`src/rtl/uart_tx_arbiter_if.sv`:
```
// Requester and transmitter-side bundle for uart_tx_arbiter; requester k owns data lane k.
// master drives the requests and the transmitter busy line; slave is the arbiter itself.
interface uart_tx_arbiter_if #(
  parameter int DATA_BITS = 8,
  parameter int NUM_REQ   = 4
);
  logic [NUM_REQ-1:0]           i_req_valid;
  logic [NUM_REQ*DATA_BITS-1:0] i_req_data;
  logic [NUM_REQ-1:0]           o_req_ready;
  logic [NUM_REQ-1:0]           o_grant;
  logic [DATA_BITS-1:0]         o_tx_data;
  logic                         o_tx_write;
  logic                         i_tx_busy;
  logic                         o_active;
  logic                         o_err_timeout;

  modport master (
    output i_req_valid, i_req_data, i_tx_busy,
    input  o_req_ready, o_grant, o_tx_data, o_tx_write, o_active, o_err_timeout
  );

  modport slave (
    input  i_req_valid, i_req_data, i_tx_busy,
    output o_req_ready, o_grant, o_tx_data, o_tx_write, o_active, o_err_timeout
  );
endinterface

```
`src/rtl/uart_tx_arbiter.sv`:
```
// Round-robin sharing of one uart_tx among NUM_REQ requesters; accept-to-write latency is 1 cycle.
// Requests are held off (ready low) while the transmitter is busy or a frame is owned.
module uart_tx_arbiter #(
  parameter int DATA_BITS     = 8,
  parameter int NUM_REQ       = 4,
  parameter int START_TIMEOUT = 15
) (
  input logic              i_clk,
  input logic              i_rst_n,
  uart_tx_arbiter_if.slave bus
);

  localparam int IDX_W = $clog2(NUM_REQ);
  localparam int CNT_W = ($clog2(START_TIMEOUT + 1) > 4) ? $clog2(START_TIMEOUT + 1) : 4;

  localparam logic [1:0] ST_IDLE       = 2'd0;
  localparam logic [1:0] ST_ISSUE      = 2'd1;
  localparam logic [1:0] ST_WAIT_START = 2'd2;
  localparam logic [1:0] ST_WAIT_DONE  = 2'd3;

  localparam logic [IDX_W-1:0] LAST_RST = IDX_W'(NUM_REQ - 1);
  localparam logic [CNT_W-1:0] CNT_LAST = CNT_W'(START_TIMEOUT - 1);

  logic [1:0]           state_q;
  logic [IDX_W-1:0]     last_grant_q;
  logic [CNT_W-1:0]     cnt_q;
  logic [DATA_BITS-1:0] data_q;
  logic [NUM_REQ-1:0]   grant_q;
  logic                 err_q;

  logic                 win_found;
  logic [IDX_W-1:0]     win_idx;
  logic [DATA_BITS-1:0] win_dat;
  logic [NUM_REQ-1:0]   win_onehot;
  logic [NUM_REQ-1:0]   rr_vld;
  int                   rr_k;
  logic                 grant_go;

  // Search starts one past the previous owner and wraps, so each valid requester is served once per round.
  always_comb begin
    win_found = 1'b0;
    win_idx   = '0;
    rr_k      = 0;
    rr_vld    = '0;
    for (int i = 1; i <= NUM_REQ; i++) begin
      rr_k = int'(last_grant_q) + i;
      if (rr_k >= NUM_REQ) rr_k = rr_k - NUM_REQ;
      rr_vld = bus.i_req_valid >> rr_k;
      if (!win_found && rr_vld[0]) begin
        win_found = 1'b1;
        win_idx   = IDX_W'(rr_k);
      end
    end
  end

  always_comb begin
    win_dat = '0;
    for (int j = 0; j < NUM_REQ; j++) begin
      if (win_idx == IDX_W'(j)) win_dat = bus.i_req_data[j*DATA_BITS +: DATA_BITS];
    end
  end

  assign win_onehot = NUM_REQ'(1) << win_idx;

  // A frame still in flight after reset keeps busy high, which alone blocks the next grant.
  assign grant_go = (state_q == ST_IDLE) && i_rst_n && !bus.i_tx_busy && win_found;

  always_ff @(posedge i_clk) begin
    if (!i_rst_n) begin
      state_q      <= ST_IDLE;
      last_grant_q <= LAST_RST;
      cnt_q        <= '0;
      data_q       <= '0;
      grant_q      <= '0;
      err_q        <= 1'b0;
    end else begin
      err_q <= 1'b0;
      case (state_q)
        ST_IDLE: begin
          if (grant_go) begin
            state_q      <= ST_ISSUE;
            grant_q      <= win_onehot;
            data_q       <= win_dat;
            last_grant_q <= win_idx;
          end
        end
        ST_ISSUE: begin
          state_q <= ST_WAIT_START;
          cnt_q   <= '0;
        end
        ST_WAIT_START: begin
          if (bus.i_tx_busy) begin
            state_q <= ST_WAIT_DONE;
          end else if (cnt_q == CNT_LAST) begin
            err_q   <= 1'b1;
            grant_q <= '0;
            state_q <= ST_IDLE;
          end else begin
            cnt_q <= cnt_q + CNT_W'(1);
          end
        end
        ST_WAIT_DONE: begin
          if (!bus.i_tx_busy) begin
            grant_q <= '0;
            state_q <= ST_IDLE;
          end
        end
        default: state_q <= ST_IDLE;
      endcase
    end
  end

  assign bus.o_req_ready   = grant_go ? win_onehot : '0;
  assign bus.o_grant       = grant_q;
  assign bus.o_tx_data     = data_q;
  assign bus.o_tx_write    = (state_q == ST_ISSUE);
  assign bus.o_active      = (state_q != ST_IDLE);
  assign bus.o_err_timeout = err_q;

endmodule

```
`src/flat_wrapper.sv`:
```
// flat-port wrapper written by rule: the top's interface ports become plain ports
module uart_tx_arbiter_flat 
#(
  parameter int DATA_BITS     = 8,
  parameter int NUM_REQ       = 4,
  parameter int START_TIMEOUT = 15
)
  (i_clk, i_rst_n, bus_i_req_valid, bus_i_req_data, bus_i_tx_busy, bus_o_req_ready, bus_o_grant, bus_o_tx_data, bus_o_tx_write, bus_o_active, bus_o_err_timeout);
  uart_tx_arbiter_if #(.DATA_BITS(DATA_BITS), .NUM_REQ(NUM_REQ)) bus_i ();
  input logic i_clk;
  input logic i_rst_n;
  input wire logic [$bits(bus_i.i_req_valid)-1:0] bus_i_req_valid;
  input wire logic [$bits(bus_i.i_req_data)-1:0] bus_i_req_data;
  input wire logic [$bits(bus_i.i_tx_busy)-1:0] bus_i_tx_busy;
  output wire logic [$bits(bus_i.o_req_ready)-1:0] bus_o_req_ready;
  output wire logic [$bits(bus_i.o_grant)-1:0] bus_o_grant;
  output wire logic [$bits(bus_i.o_tx_data)-1:0] bus_o_tx_data;
  output wire logic [$bits(bus_i.o_tx_write)-1:0] bus_o_tx_write;
  output wire logic [$bits(bus_i.o_active)-1:0] bus_o_active;
  output wire logic [$bits(bus_i.o_err_timeout)-1:0] bus_o_err_timeout;
  assign bus_i.i_req_valid = bus_i_req_valid;
  assign bus_i.i_req_data = bus_i_req_data;
  assign bus_i.i_tx_busy = bus_i_tx_busy;
  assign bus_o_req_ready = bus_i.o_req_ready;
  assign bus_o_grant = bus_i.o_grant;
  assign bus_o_tx_data = bus_i.o_tx_data;
  assign bus_o_tx_write = bus_i.o_tx_write;
  assign bus_o_active = bus_i.o_active;
  assign bus_o_err_timeout = bus_i.o_err_timeout;
  uart_tx_arbiter #(.DATA_BITS(DATA_BITS), .NUM_REQ(NUM_REQ), .START_TIMEOUT(START_TIMEOUT)) u_core (.i_clk(i_clk), .i_rst_n(i_rst_n), .bus(bus_i));
endmodule
```
`config.mk`:
```
export PLATFORM = sky130hd
export DESIGN_NAME = uart_tx_arbiter_flat
export DESIGN_NICKNAME = d
export VERILOG_FILES = /design/src/rtl/uart_tx_arbiter_if.sv /design/src/rtl/uart_tx_arbiter.sv /design/src/flat_wrapper.sv
export SDC_FILE = /design/constraint.sdc
export NUM_CORES = 1
export LEC_CHECK = 0
export CORE_MARGIN = 2
export CORE_UTILIZATION = 47
export DETAILED_ROUTE_END_ITERATION = 8
export PLACE_DENSITY = 0.93
export SLEW_MARGIN = 20
export SYNTH_ARGS = -nofsm -noshare
export SYNTH_HDL_FRONTEND = slang
export SYNTH_SLANG_ARGS = --single-unit
```
`constraint.sdc`:
```
create_clock -name i_clk -period 4.5 [get_ports i_clk]
set_input_delay 1.35 -clock i_clk [delete_from_list [all_inputs] [get_ports i_clk]]
set_output_delay 1.35 -clock i_clk [all_outputs]
set_load 0.02 [all_outputs]
```
== Word-level counts from Yosys, hierarchy flattened ==
Index checks and enable logic that the tools add are counted.
Word-level totals
  word-level logic and storage cells: 90
  output and inout bits: 19
  input bits: 39
  ROM bits: 0
  memory bits (writable): 0
  memories kept: 0
  register bits: 21
  bits in latches: 0
Operators by class
  order comparisons: 4
  multiply operators: 0
  add/sub/neg operators: 9
  div/mod/pow operators: 0
  reduce and logical (&&, ||, !) cells: 20
  shifts and indexed selects: 5
  mux-type cells: 31
  equal/unequal tests: 13
  bitwise operators: 2
Operator list (count)
  $ge A32 B4 Y1 const B: 4
  $mux W32: 4
  $shr A4 B32 Y1: 4
  $sub A32 B4 Y32 const B: 4
  $mux W8: 4
  $mux W4: 7
  $mux W2: 8
  $pmux W4 S3: 1
  $eq A2 B2 Y1 const B: 4
  $pmux W2 S4: 1
  $pmux W4 S2: 1
  $add A2 B2 Y3 const B: 2
  $logic_and A1 B1 Y1: 6
  $ne A2 B2 Y1 const B: 3
  $reduce_and A3 Y1: 2
  $mux W1: 5
  $reduce_and A5 Y1: 1
  $add A2 B3 Y4 const B: 1
  $add A4 B1 Y4 const B: 1
  $eq A2 B1 Y1 const B: 2
  $eq A4 B4 Y1 const B: 1
  $logic_not A1 Y1: 4
  $logic_not A2 Y1: 2
  $ne A2 B1 Y1 const B: 2
  8 further kinds: 10

== Depth between registers and ports, before layout ==
Gate-level depths: netlist (run 1).
  word-level depth: 19
  mapped depth: 13

== Worst setup path after synthesis (run 1) ==
Ideal clock, no wire load.
  kind: input-to-output
  start point: input bus_i_req_valid[2]
  end point: output bus_o_req_ready[1]
  path slack: 0.063 ns
  buffers on the path: 1
  stages: 6
  arrival: 3.087 ns
  cells stage by stage: mux2_4 a2bb2oi_4 or4b_4 o32ai_4 buf_6 and2_1
Between the ends
  longest elaborated chain between the ends: 13
RTL lines
  start: declaration: RTL line flat_wrapper.sv:12  | input wire logic [$bits(bus_i.i_req_valid)-1:0] bus_i_req_valid;
  $shr A4 B32 Y1: RTL line uart_tx_arbiter.sv:48  | rr_vld = bus.i_req_valid >> rr_k;
  $mux W1: RTL line uart_tx_arbiter.sv:49  | if (!win_found && rr_vld[0]) begin
  $logic_not A1 Y1: RTL line uart_tx_arbiter.sv:49
  $logic_and A1 B1 Y1: RTL line uart_tx_arbiter.sv:49
  $mux W1: RTL line uart_tx_arbiter.sv:49
  $logic_not A1 Y1: RTL line uart_tx_arbiter.sv:49
  $logic_and A1 B1 Y1: RTL line uart_tx_arbiter.sv:49
  $mux W1: RTL line uart_tx_arbiter.sv:49
  $logic_not A1 Y1: RTL line uart_tx_arbiter.sv:49
  $logic_and A1 B1 Y1: RTL line uart_tx_arbiter.sv:49
  $mux W2 or $mux W1 (tied branches): RTL line uart_tx_arbiter.sv:49
  $shl A1 B2 Y4 or $logic_and A1 B1 Y1 (tied branches): RTL line uart_tx_arbiter.sv:63, uart_tx_arbiter.sv:66
  $mux W4 (*): RTL line uart_tx_arbiter.sv:113  | assign bus.o_req_ready = grant_go ? win_onehot : '0;
  end: declaration: RTL line flat_wrapper.sv:15  | output wire logic [$bits(bus_i.o_req_ready)-1:0] bus_o_req_ready;
Every way passes the cells marked *; elsewhere a longest branch is shown, timed or not.

== Final worst setup path (run 1) ==
  start point: input bus_i_req_valid[2]
  end point: output bus_o_req_ready[0]
The elaborated chain is that of the path after synthesis.

==> metrics.cfg, run 1 <==
[status]
status=complete, but fails checks
violations=negative setup slack

[finish]
nFillCells=236
layout-drive-gt1-share_pct=28.81
fin_cells=350
area_growth_pct=56.44
final_nets=349
diodes=0

[routing]
route.detailed.drc=0
wl_per_cell_um=17.72
first_iter_violations=115
antenna_left=0
wirelength_um=6201
vias=2132
first_pass_iters=5
vias_per_cell=6.091

[clock_network]
clockBufferDepth=2
holdBufCountCts=0
root_buffer=clkbuf_8
clkSlewWorstSetupHoldPaths_ps=70
clock_latency_ps=260
h-tree-depth=1
tritoncts=done
cts_made_buffers=3
clock-sinks=21

[grt]
antenna_found_initial=0
grt_overflow=0
grt_pass1_vias=2092
grt_pass1_wl_um=9459
grt_max_degree=27
grt_usage_pct=27.80

[setup_path]
path_cells=buf_8 -> mux2_4 -> buf_4 -> a221oi_1 -> a211oi_2 -> buf_4 -> o32ai_4 -> buf_4 -> buf_6 -> and3_4 -> buf_6
path_buf_inv=6
critPathMostFrequentCell=buf_4
critical_path.endpoint_type=primary output
cp_top_family=buffers and inverters
worst-setup-path-type=input port to primary output
critPathSlowestCell=a221oi_1
max_stage_delay_ps=370
crit_fanout=5
critPathArrivalTime_ps=3250
worstSetupStartpointType=input port
critPathRequiredTime_ps=3150

[timing]
rsz0062_at_grt=yes
finalHoldViolCount=0
maxSlewHeadroom_pct=65.39
tns_ps=-114.7
whs_ps=474.6
worst_slack_ps=-96.57
min_period_over_period_pct=102.1
slew_violations=0
setup_viol_count_final=2
max_freq_mhz=217.6
skew_ps=4.289
worst_slew_pin_slew_ps=515.2
period_needed_ps=4597

[logic_synthesis]
syn_inst=212
synthArstFlopShare_pct=0
synthFlopType=dfxtp_1
synth_area_um2=1815
yosysWarnings=0
synth.distinct_cells=51
synthAdderAreaFrac_pct=4.824
syn_avg_cell_area_um2=8.564
ys_ff_latch=21
synth_compound_area_share_pct=36.25
synth-seq-area-share_pct=23.16
yosys.area_share.simple_pct=17.57
synth-xor-area-share_pct=0.4824
syn_nets=258
synth_edf_count=0
synth_top_family_by_area=compound AO/OA/AOI/OAI gates
synthMuxAreaShare_pct=11.72

[place]
place.gp.congestion=0.9124
placed_cells=336
dpl.hpwl_um=4252
port_buffers=57

[power_and_ir_drop]
power_density_nw_per_um2=690.8
ir_drop_v=0.0004022
leakage_nw=1.136
fin_total_pwr_w=0.001962

[die]
io_pins=58
fp.dieW_um=66.15
row_count=22
die_h_um=66.15
initial_utilization_pct=49.22
die_area_um2=4376
core_um2=3689

[flow_run]
maxCapViolations=0

[min_path]
hold_class=register to register

-- final timing paths --
kind                                from                  endpoint  slack [ps]  cells past startpoint
hold / removal         u_core.state_q[0]  u_core.bus.o_err_timeout         470                      1
setup reg to reg  u_core.last_grant_q[1]   u_core.bus.o_tx_data[0]        1280                     11
hold reg to reg        u_core.state_q[0]  u_core.bus.o_err_timeout         470                      1
setup / recovery      bus_i_req_valid[2]        bus_o_req_ready[0]        -100                     11
-- routing by layer --
layer | up-vias | GRT usage [%] | wire [um]
li1 | 998 | - | -
met1 | 1039 | 34.14 | 2602
met2 | 87 | 49.25 | 3132
met3 | 8 | 4.770 | 389
met4 | 0 | 8.163 | 76
met5 | - | 0 | 0
-- area by class of cell --
class | count | area (um^2) | share of cell area [%]
multi-input combinational | 168 | 1383 | 48.68
timing repair buffer | 99 | 894.6 | 31.50
sequential | 21 | 420.4 | 14.80
tap | 48 | 60.06 | 2.115
clock buffer | 4 | 45.04 | 1.586
inverter | 10 | 37.54 | 1.322
-- cells in the mapped netlist (all sizes together), types with 3 or more instances --
| cell type | number | area share [%] |
|---|---|---|
| o22ai | 3 | 1.0 |
| inv | 9 | 1.9 |
| mux2i | 14 | 8.4 |
| nand2b | 5 | 1.7 |
| a211oi | 6 | 2.8 |
| and2 | 3 | 1.0 |
| a21o | 5 | 2.1 |
| nand2 | 6 | 1.7 |
| dfxtp | 21 | 23 |
| nor3 | 8 | 2.5 |
| nor2 | 19 | 4.1 |
| o21ai | 21 | 5.8 |
| a2bb2oi | 3 | 2.4 |
| nand3 | 8 | 2.2 |
| clkbuf | 5 | 1.0 |
| buf | 8 | 2.9 |
| o221ai | 8 | 5.2 |
| a21oi | 12 | 3.3 |
| o221a | 3 | 1.9 |
| ha | 7 | 4.8 |
| a221oi | 7 | 3.4 |
| a22o | 5 | 2.4 |
-- through the flow --
stage               area [um^2]  utilization (%)  setup WS, ps
finish                     2840            77.00        -96.57
floorplan                  1815                -         62.98
global placement           2620            71.03        -760.7
global route               2840            77.00        -136.2
CTS                        2769            75.07        -99.13
detailed placement         2620            71.03        -849.8
-- where the power goes --
part,switching (W),internal (W),total [W]
clock,0.0000586,0.0000630,0.000122
sequential,0.0000274,0.000230,0.000257
combinational,0.000797,0.000786,0.00158
total,0.000883,0.00108,0.00196
-- placed cells by master (no fill, tap or decap), drive strengths merged, types with 3 or more instances in the layout --
master / n
a211oi: 6
a21o: 5
a21oi: 12
a221oi: 7
a22o: 5
a2bb2oi: 3
and2: 3
buf: 50
clkbuf: 4
clkdlybuf4s50: 49
dfxtp: 21
ha: 7
inv: 9
mux2i: 14
nand2: 6
nand2b: 5
nand3: 8
nor2: 19
nor3: 8
o21ai: 21
o221a: 3
o221ai: 8
o22ai: 3
-- worst register-to-register path, delay by kind of cell (launching register included) --
kind | cells | cell delay [ps]
and+or+nand+nor | 3 | 910
AOI/OAI and AO/OA | 2 | 420
adders and majority gates | 1 | 580
DFF | 1 | 340
muxes | 1 | 340
buffers and inverters | 4 | 520
-- logic make-up (layout without fill, tap and decap cells) --
| group | count (synthesis) | count (layout) |
|---|---|---|
| compound gates | 84 | 84 |
| simple gates | 59 | 59 |
| buf+inv | 23 | 113 |
| flops | 21 | 21 |
| mux | 17 | 17 |
| fa+ha+maj | 7 | 7 |
| xor+xnor | 1 | 1 |
-- registers in the layout (all words and copies together) (netlist names) --
| signal | cells |
|---|---|
| u_core.bus.o_err_timeout | 1 |
| u_core.bus.o_grant | 4 |
| u_core.bus.o_tx_data | 8 |
| u_core.cnt_q | 4 |
| u_core.last_grant_q | 2 |
| u_core.state_q | 2 |
-- what timing repair did --
item / CTS / global route
pin swaps: 5 / 5
resized for setup: 48 / 15
setup endpoints to repair: 4 / 4
buffers inserted: 9 / 1
Power figures use the tool's default switching activity.
==> run 2: changes to the inputs <==
--- a/config.mk
+++ b/config.mk
@@ -6,9 +6,10 @@
 export NUM_CORES = 1
 export LEC_CHECK = 0
 export CORE_MARGIN = 2
-export CORE_UTILIZATION = 47
+export CORE_UTILIZATION = 25
 export DETAILED_ROUTE_END_ITERATION = 8
-export PLACE_DENSITY = 0.93
+export PLACE_DENSITY = 0.61
+export SKIP_CTS_REPAIR_TIMING = 1
 export SLEW_MARGIN = 20
 export SYNTH_ARGS = -nofsm -noshare
 export SYNTH_HDL_FRONTEND = slang
==> run 2 against run 1 <==
  * Sequential share of layout area is the same
  * The run still ends with negative setup slack left
  * Largest power group unchanged
  * Final area unchanged
  * Non-clock buffer count fell by 4
  * Worst hold slack better by 3.7 ps
  * Fmax rose by 1.5%
  * Count of clock-buffer cells in the layout stayed put
==> metrics.cfg, run 2 (synthesis results as in run 1) <==
[die]
die_area_um2=7959
row_count=31
fp.dieW_um=89.22
io_pins=58
die_h_um=89.22
core_um2=7137
initial_utilization_pct=25.44

[finish]
final_nets=345
largest_reg_flops=8
final_cell_mix=clkdlybuf4s50_1, buf_4, dfxtp_1
fin_cells=397
layout-drive-gt1-share_pct=26.85
final_common_cell=clkdlybuf4s50_1
diodes=0
area_growth_pct=56.44

[timing]
tns_ps=-41.20
skew_ps=1.849
min_period_over_period_pct=100.7
maxSlewHeadroom_pct=63.58
period_needed_ps=4531
slew_violations=0
max_freq_mhz=220.7
rsz0062_at_grt=yes
finalHoldViolCount=0
worst_slack_ps=-30.64
setup_viol_count_final=2
worst_slew_pin_slew_ps=542.1

[power_and_ir_drop]
leakage_nw=1.112
power_density_nw_per_um2=654.3
ir_drop_v=0.0002267
fin_total_pwr_w=0.001858

[grt]
grt_pass1_wl_um=8887
grt_max_degree=27
antenna_found_initial=0
grt_pass1_vias=1882
grt_overflow=0
grt_usage_pct=14.05

[setup_path]
max_stage_delay_ps=500
startpoint=bus_i_req_valid[2]
critPathRequiredTime_ps=3150
crit_fanout=5
worst-setup-path-type=input port to primary output
critPathArrivalTime_ps=3180
critical_path.endpoint_type=primary output
path_cells=buf_8 -> mux2_4 -> a2bb2oi_4 -> or4b_4 -> o32ai_4 -> buf_6 -> and3_4 -> buf_6
path_buf_inv=3
worstSetupStartpointType=input port
r2r-start=u_core.last_grant_q[0]
critPathMostFrequentCell=buf_6
critPathSlowestCell=or4b_4
cp_top_family=simple AND/OR/NAND/NOR gates

[min_path]
hold_class=register to register
hold_path.startpoint=u_core.bus.o_tx_data[7]

[routing]
route.detailed.drc=0
vias_per_cell=4.937
wirelength_um=5479
wl_per_cell_um=13.80
vias=1960
antenna_left=0
first_iter_violations=104
first_pass_iters=4

[clock_network]
cts_made_buffers=3
clockBufferDepth=2
clock_latency_ps=260
root_buffer=clkbuf_8
h-tree-depth=1
tritoncts=done
clkSlewWorstSetupHoldPaths_ps=70
clock-sinks=21

[place]
placed_cells=387
pre_cts_ws_ps=-853.9
port_buffers=57
dpl.hpwl_um=4331
place.gp.congestion=0.8332

[status]
status=complete, but fails checks
violations=negative setup slack

[flow_run]
maxCapViolations=0

[run 2: power breakdown]
group | total [W] | internal (W) | switching [W]
Sequential | 0.000256 | 0.000230 | 0.0000260
Clock | 0.000123 | 0.0000630 | 0.0000599
Combinational | 0.00148 | 0.000752 | 0.000728
Total | 0.00186 | 0.00104 | 0.000814
[run 2: layout make-up]
class                           count  area, um^2
Clock buffer                        4       45.04
Multi-Input combinational cell    168        1349
Tap cell                           99       123.9
Fill cell                         744        4297
Timing Repair Buffer               95       864.6
Inverter                           10       37.54
Sequential cell                    21       420.4
[run 2: layer usage]
metal,track usage [%],share of wire [%]
met5,0,0
met3,2.401,4.2
met2,25.32,51
met4,3.121,1.2
met1,17.43,44
[run 2: final timing paths]
kind | end | slack [ps] | depth (start not counted)
worst max register to register | u_core.bus.o_tx_data[2] | 1370 | 11
worst min register to register | u_core.bus.o_tx_data[7] | 480 | 2
worst min-delay path | u_core.bus.o_tx_data[7] | 480 | 2
worst max-delay path | bus_o_req_ready[0] | -30 | 8
[run 2: per-stage QoR]
step | hold WS (ps) | utilization [%] | cell area (um^2)
after floorplan | 435.7 | - | 1815
after global placement | 463.9 | 37.61 | 2684
after detailed placement | 463.5 | 37.61 | 2684
after CTS | 474.3 | 38.24 | 2729
after global routing | 511.2 | 39.80 | 2840
final | 478.2 | 39.80 | 2840
[run 2: worst reg2reg max path, cell delays in order (launching register included)]
cell and delay (ps):
dfxtp_1 350, clkinv_1 90, ha_1 500, mux2i_1 300, nor3_1 100, or4b_4 580
o32ai_4 330, buf_4 180, buf_6 100, buf_4 130, nand2b_1 240, o221ai_2 120
